===== config.mk =====
export PLATFORM = sky130hd
export DESIGN_NAME = stopwatch_ctrl
export DESIGN_NICKNAME = d
export VERILOG_FILES = /design/src/rtl/stopwatch_pkg.sv /design/src/rtl/tick_gen.sv /design/src/rtl/stopwatch_ctrl.sv
export SDC_FILE = /design/constraint.sdc
export NUM_CORES = 1
export LEC_CHECK = 0
export CELL_PAD_IN_SITES_DETAIL_PLACEMENT = 1
export CELL_PAD_IN_SITES_GLOBAL_PLACEMENT = 1
export CORE_AREA = 5 5 93 95
export DETAILED_ROUTE_END_ITERATION = 8
export DIE_AREA = 0 0 98 100
export PLACE_DENSITY = 0.77
export REMOVE_ABC_BUFFERS = 1
export SETUP_SLACK_MARGIN = 0.1
export SKIP_LAST_GASP = 1
export SLEW_MARGIN = 20
export SYNTH_ARGS = -nofsm -noshare
export SYNTH_HDL_FRONTEND = slang
export SYNTH_SLANG_ARGS = --single-unit

===== constraint.sdc =====
create_clock -name CP -period 2.15 [get_ports CP]
set_clock_uncertainty 0.2 [all_clocks]
set_input_delay 0.215 -clock CP [delete_from_list [all_inputs] [get_ports CP]]
set_output_delay 0.215 -clock CP [all_outputs]
set_load 0.05 [all_outputs]

===== src/rtl/stopwatch_pkg.sv =====
// Shared state encodings and BCD limits for the stopwatch sequencing logic.
package stopwatch_pkg;

  typedef enum logic [2:0] {
    IDLE = 3'd0,
    RUN  = 3'd1,
    LAP  = 3'd2,
    STOP = 3'd3,
    FULL = 3'd4
  } state_t;

  localparam logic [7:0]  CS_MAX   = 8'h99;
  localparam logic [7:0]  SEC_MAX  = 8'h59;
  localparam logic [7:0]  MIN_MAX  = 8'h59;
  localparam logic [23:0] TIME_MAX = 24'h595999;

  function automatic logic is_running(state_t s);
    return (s == RUN) || (s == LAP);
  endfunction

endpackage


===== src/rtl/tick_gen.sv =====
// Centisecond prescaler: counts while running, holds otherwise, zeroed on request.
module tick_gen #(
  parameter int DIV = 500000,
  parameter int PW  = 19
) (
  input  logic clk,
  input  logic rst_n,
  input  logic run,
  input  logic zero,
  output logic tick
);

  localparam logic [PW-1:0] LAST = PW'(DIV - 1);

  logic [PW-1:0] cnt_q, cnt_d;

  always_comb begin
    cnt_d = cnt_q;
    if (zero)
      cnt_d = '0;
    else if (run)
      cnt_d = (cnt_q == LAST) ? '0 : cnt_q + 1'b1;
  end

  always_ff @(posedge clk) begin
    if (!rst_n)
      cnt_q <= '0;
    else
      cnt_q <= cnt_d;
  end

  assign tick = run && (cnt_q == LAST);

endmodule


===== src/rtl/stopwatch_ctrl.sv =====
// Stopwatch sequencer: button FSM, counter enables/clear, lap snapshot and display select.
module stopwatch_ctrl
  import stopwatch_pkg::*;
#(
  parameter int DIV = 500000,
  parameter int PW  = 19
) (
  input  logic        CP,
  input  logic        nCR,
  input  logic        btn_ss,
  input  logic        btn_lap,
  input  logic [7:0]  cs_cnt,
  input  logic [7:0]  sec_cnt,
  input  logic [7:0]  min_cnt,
  output logic        cs_en,
  output logic        sec_en,
  output logic        min_en,
  output logic        cnt_nclr,
  output logic [23:0] disp,
  output logic [2:0]  state,
  output logic        ovf
);

  state_t      state_q, state_d;
  logic        cnt_nclr_q, cnt_nclr_d;
  logic        ovf_q, ovf_d;
  logic [23:0] lap_q, lap_d;
  logic [23:0] live;
  logic        at_max;
  logic        running;
  logic        tick;

  assign live    = {min_cnt, sec_cnt, cs_cnt};
  assign at_max  = (live == TIME_MAX);
  assign running = is_running(state_q);

  tick_gen #(
    .DIV (DIV),
    .PW  (PW)
  ) u_tick_gen (
    .clk   (CP),
    .rst_n (nCR),
    .run   (running),
    .zero  ((state_q == IDLE) || (state_q == FULL)),
    .tick  (tick)
  );

  // A tick at 59:59.99 is swallowed so the counters never roll over.
  assign cs_en  = tick && !at_max;
  assign sec_en = cs_en && (cs_cnt == CS_MAX);
  assign min_en = sec_en && (sec_cnt == SEC_MAX);

  always_comb begin
    state_d    = state_q;
    lap_d      = lap_q;
    cnt_nclr_d = 1'b1;
    if (tick && at_max) begin
      state_d = FULL;
    end else begin
      case (state_q)
        IDLE: if (btn_ss) state_d = RUN;
        RUN: begin
          if (btn_ss) begin
            state_d = STOP;
          end else if (btn_lap) begin
            state_d = LAP;
            lap_d   = live;
          end
        end
        LAP: begin
          if (btn_ss)       state_d = STOP;
          else if (btn_lap) state_d = RUN;
        end
        STOP: begin
          if (btn_ss) begin
            state_d = RUN;
          end else if (btn_lap) begin
            state_d    = IDLE;
            cnt_nclr_d = 1'b0;
          end
        end
        FULL: begin
          if (btn_lap) begin
            state_d    = IDLE;
            cnt_nclr_d = 1'b0;
          end
        end
        default: state_d = IDLE;
      endcase
    end
    ovf_d = (state_d == FULL);
  end

  always_ff @(posedge CP) begin
    if (!nCR) begin
      state_q    <= IDLE;
      cnt_nclr_q <= 1'b0;
      ovf_q      <= 1'b0;
      lap_q      <= '0;
    end else begin
      state_q    <= state_d;
      cnt_nclr_q <= cnt_nclr_d;
      ovf_q      <= ovf_d;
      lap_q      <= lap_d;
    end
  end

  assign cnt_nclr = cnt_nclr_q;
  assign ovf      = ovf_q;
  assign state    = state_q;
  assign disp     = (state_q == LAP) ? lap_q : live;

endmodule


==> impl_metrics.json <==
{
  "portBuffers": 59,
  "arrival_ns": 2.43,
  "ys_types": 39,
  "hold_path.class": "reg2reg",
  "vdd_drop_max_uv": 321.1,
  "layout_min_cycle_time_ns": 2.845,
  "avgSynthCellArea_um2": 9.047,
  "rows": 32,
  "timing.final.crit_share_pct": 132.3,
  "p_leak_nw": 1.859,
  "p_comb_share_pct": 29.6,
  "p_per_area_nw_per_um2": 527.2,
  "rsz0062_at_grt": "true",
  "routedWlPerCell_um": 24.17,
  "hold_ws_ns": 0.2965,
  "drc": 0,
  "maxSlewViolCount": 0,
  "synth_area_leader_cell": "dfxtp_1",
  "viasPerCell": 5.339,
  "clk_pin_slew_ns": 0.10,
  "antenna_cells": 0,
  "setup_violations": 73,
  "io_pins": 60,
  "syn_area_um2": 2470,
  "critical_path_class": "reg2out",
  "final_common_cell": "buf_4",
  "drtAntennaViolNets": 0,
  "post_dp_cell_area_um2": 3515,
  "switching_power_mw": 0.7054,
  "post-place-ws_ns": -0.4734,
  "drive_gt1_share_pct": 41.13,
  "required_ns": 1.74,
  "yosys-top-cells-area": "dfxtp_1, mux2_2, mux2i_1, nand2_1, nor2_1",
  "nets": 434,
  "tightestPinTransition_ns": 0.5555,
  "grt_overflow": 0,
  "met1_length_um": 4749,
  "total_power_mw": 2.373,
  "ys_seq_area_share_pct": 38.91,
  "htree_levels": 2,
  "insertion_delay_ns": 0.31,
  "dieHeight_um": 100,
  "vias": 2712,
  "cts-root-buf": "clkbuf_8",
  "seqPwrFrac_pct": 38.7,
  "outcome": "finished with violations",
  "die_w_um": 98,
  "numClockSinks": 48,
  "setup_ws_ns": -0.6948,
  "stdcell_count": 508,
  "synth-seq-cells": 48,
  "path_max_fanout": 3,
  "placedCellCount": 471,
  "dpl.hpwl_um": 5286,
  "violations": "negative setup slack",
  "cts_tree": "built",
  "start_util_pct": 32.30,
  "finalSetupTns_ns": -33.36,
  "cap_violations": 0,
  "fin_area_um2": 4501,
  "place_congestion": 0.7857,
  "syn2layout_area_growth_pct": 82.22,
  "top_layer": "met4",
  "worst_setup_path_start_kind": "flip-flop",
  "met3_length_um": 743,
  "wl_um": 12280,
  "grtUsageTotal_pct": 23.95,
  "internal_power_mw": 1.667,
  "cts_hold_buf": 0,
  "grt_pass1_wl_um": 18110,
  "clkPwrFrac_pct": 31.7,
  "antenna_found_initial": 0,
  "cts_buffers": 5,
  "hold_viol": 0,
  "postSynthCellCount": 273,
  "clk_path_buf_depth": 2,
  "drtPass1Iterations": 4,
  "die_area_um2": 9800,
  "grt_pass1_vias": 3056,
  "utilization_pct": 58.85,
  "wl_met2_um": 6343,
  "ys_warn_count": 0,
  "core-area_um2": 7647,
  "fmax_mhz": 351.5,
  "setup.worst_path.end_class": "output port",
  "drt-initial-drc-count": 169,
  "grt_max_degree": 49,
  "p_sw_share_pct": 29.73,
  "synth_top_area_share_pct": 38.91,
  "layout_common_cells": "buf_4, nand2_1, dfxtp_1",
  "relSlewSlack_pct": 62.46
}
flip-flops by register name (all words and copies together), names as in the netlist:
register	cells
cnt_nclr	1
state	3
lap_q	24
u_tick_gen.cnt_q	19
ovf	1
final cells by class:
class	count	area, µm²
clock buffers	7	96.34
clock inverters	1	30.03
fillers	780	3147
inverters	4	15.01
multi-input cells	206	1599
flip-flops and latches	48	967.2
well taps	102	127.6
repair buffers	140	1665
worst paths after layout:
kind	from	slack, ns	endpoint	depth (start not counted)
hold reg to reg	lap_q[19]	0.30	lap_q[19]	2
setup / recovery	u_tick_gen.cnt_q[9]	-0.69	sec_en	6
setup reg to reg	u_tick_gen.cnt_q[9]	-0.69	lap_q[18]	9
hold / removal	lap_q[19]	0.30	lap_q[19]	2
routing by layer:
layer	vias to the layer above	global-route usage, %
met4	0	9.691
met1	1377	26.98
met2	103	42.83
li1	1197	-
met5	-	0
met3	35	6.463
power groups by stage:
| stage | combinational (mW) | sequential, mW | clock, mW |
|---|---|---|---|
| 3_3_place_gp | 0.463 | 0.933 | 0 |
| 6_report | 0.703 | 0.919 | 0.751 |
| 2_1_floorplan | 0.243 | 0.949 | 0 |
| 3_5_place_dp | 0.472 | 0.935 | 0 |
| 4_1_cts | 0.659 | 0.916 | 0.746 |
| 5_1_grt | 0.726 | 0.921 | 0.797 |
logic make-up (layout without fill, tap and decap cells):
family                   count (synthesis)  in the layout  share of synthesized area, %
AO/OA/AOI/OAI                           13             13                         3.192
XOR/XNOR                                18             18                         6.383
adder cells (fa/ha/maj)                  1              1                        0.5065
buffers and inverters                   19            152                         4.103
flip-flops                              48             48                         38.91
multiplexers                            49             49                         21.07
AND/OR/NAND/NOR                        125            125                         25.84
critical path: stages, from the launching register on:
cell and delay, ns:
dfxtp_2 0.33, or4_4 0.55, or4_4 0.50, or2_4 0.25, o21bai_4 0.22, nor2_4 0.13, buf_12 0.14
repair_timing:
action	CTS	global route
pin swaps	6	7
resized for setup	108	15
buffers inserted	15	7
setup endpoints to repair	75	73
cloned	9	0
synthesized netlist by cell type:
master,count
and3_2,1
or3_1,1
nor2b_1,1
and3_1,2
clkbuf_1,9
xor2_1,11
nor3_1,2
buf_2,3
nand4b_1,2
nor4bb_1,6
a31oi_1,1
a21oi_1,5
a21o_1,1
mux2i_1,25
dfxtp_1,48
nand3b_1,3
xnor2_1,7
or4_1,1
nand4_1,4
nand3_1,12
mux2_2,24
nor2_1,26
nand2_1,54
ha_1,1
or4b_1,1
buf_4,1
nor4_4,1
o21ai_0,3
inv_1,4
or4_4,1
nand2b_1,1
nand3b_2,1
or2_2,2
a2111oi_0,2
buf_8,2
nor4_1,1
nor3_4,1
nor3b_1,1
o21bai_1,1
Note: power is estimated with default switching activity, not from simulation.
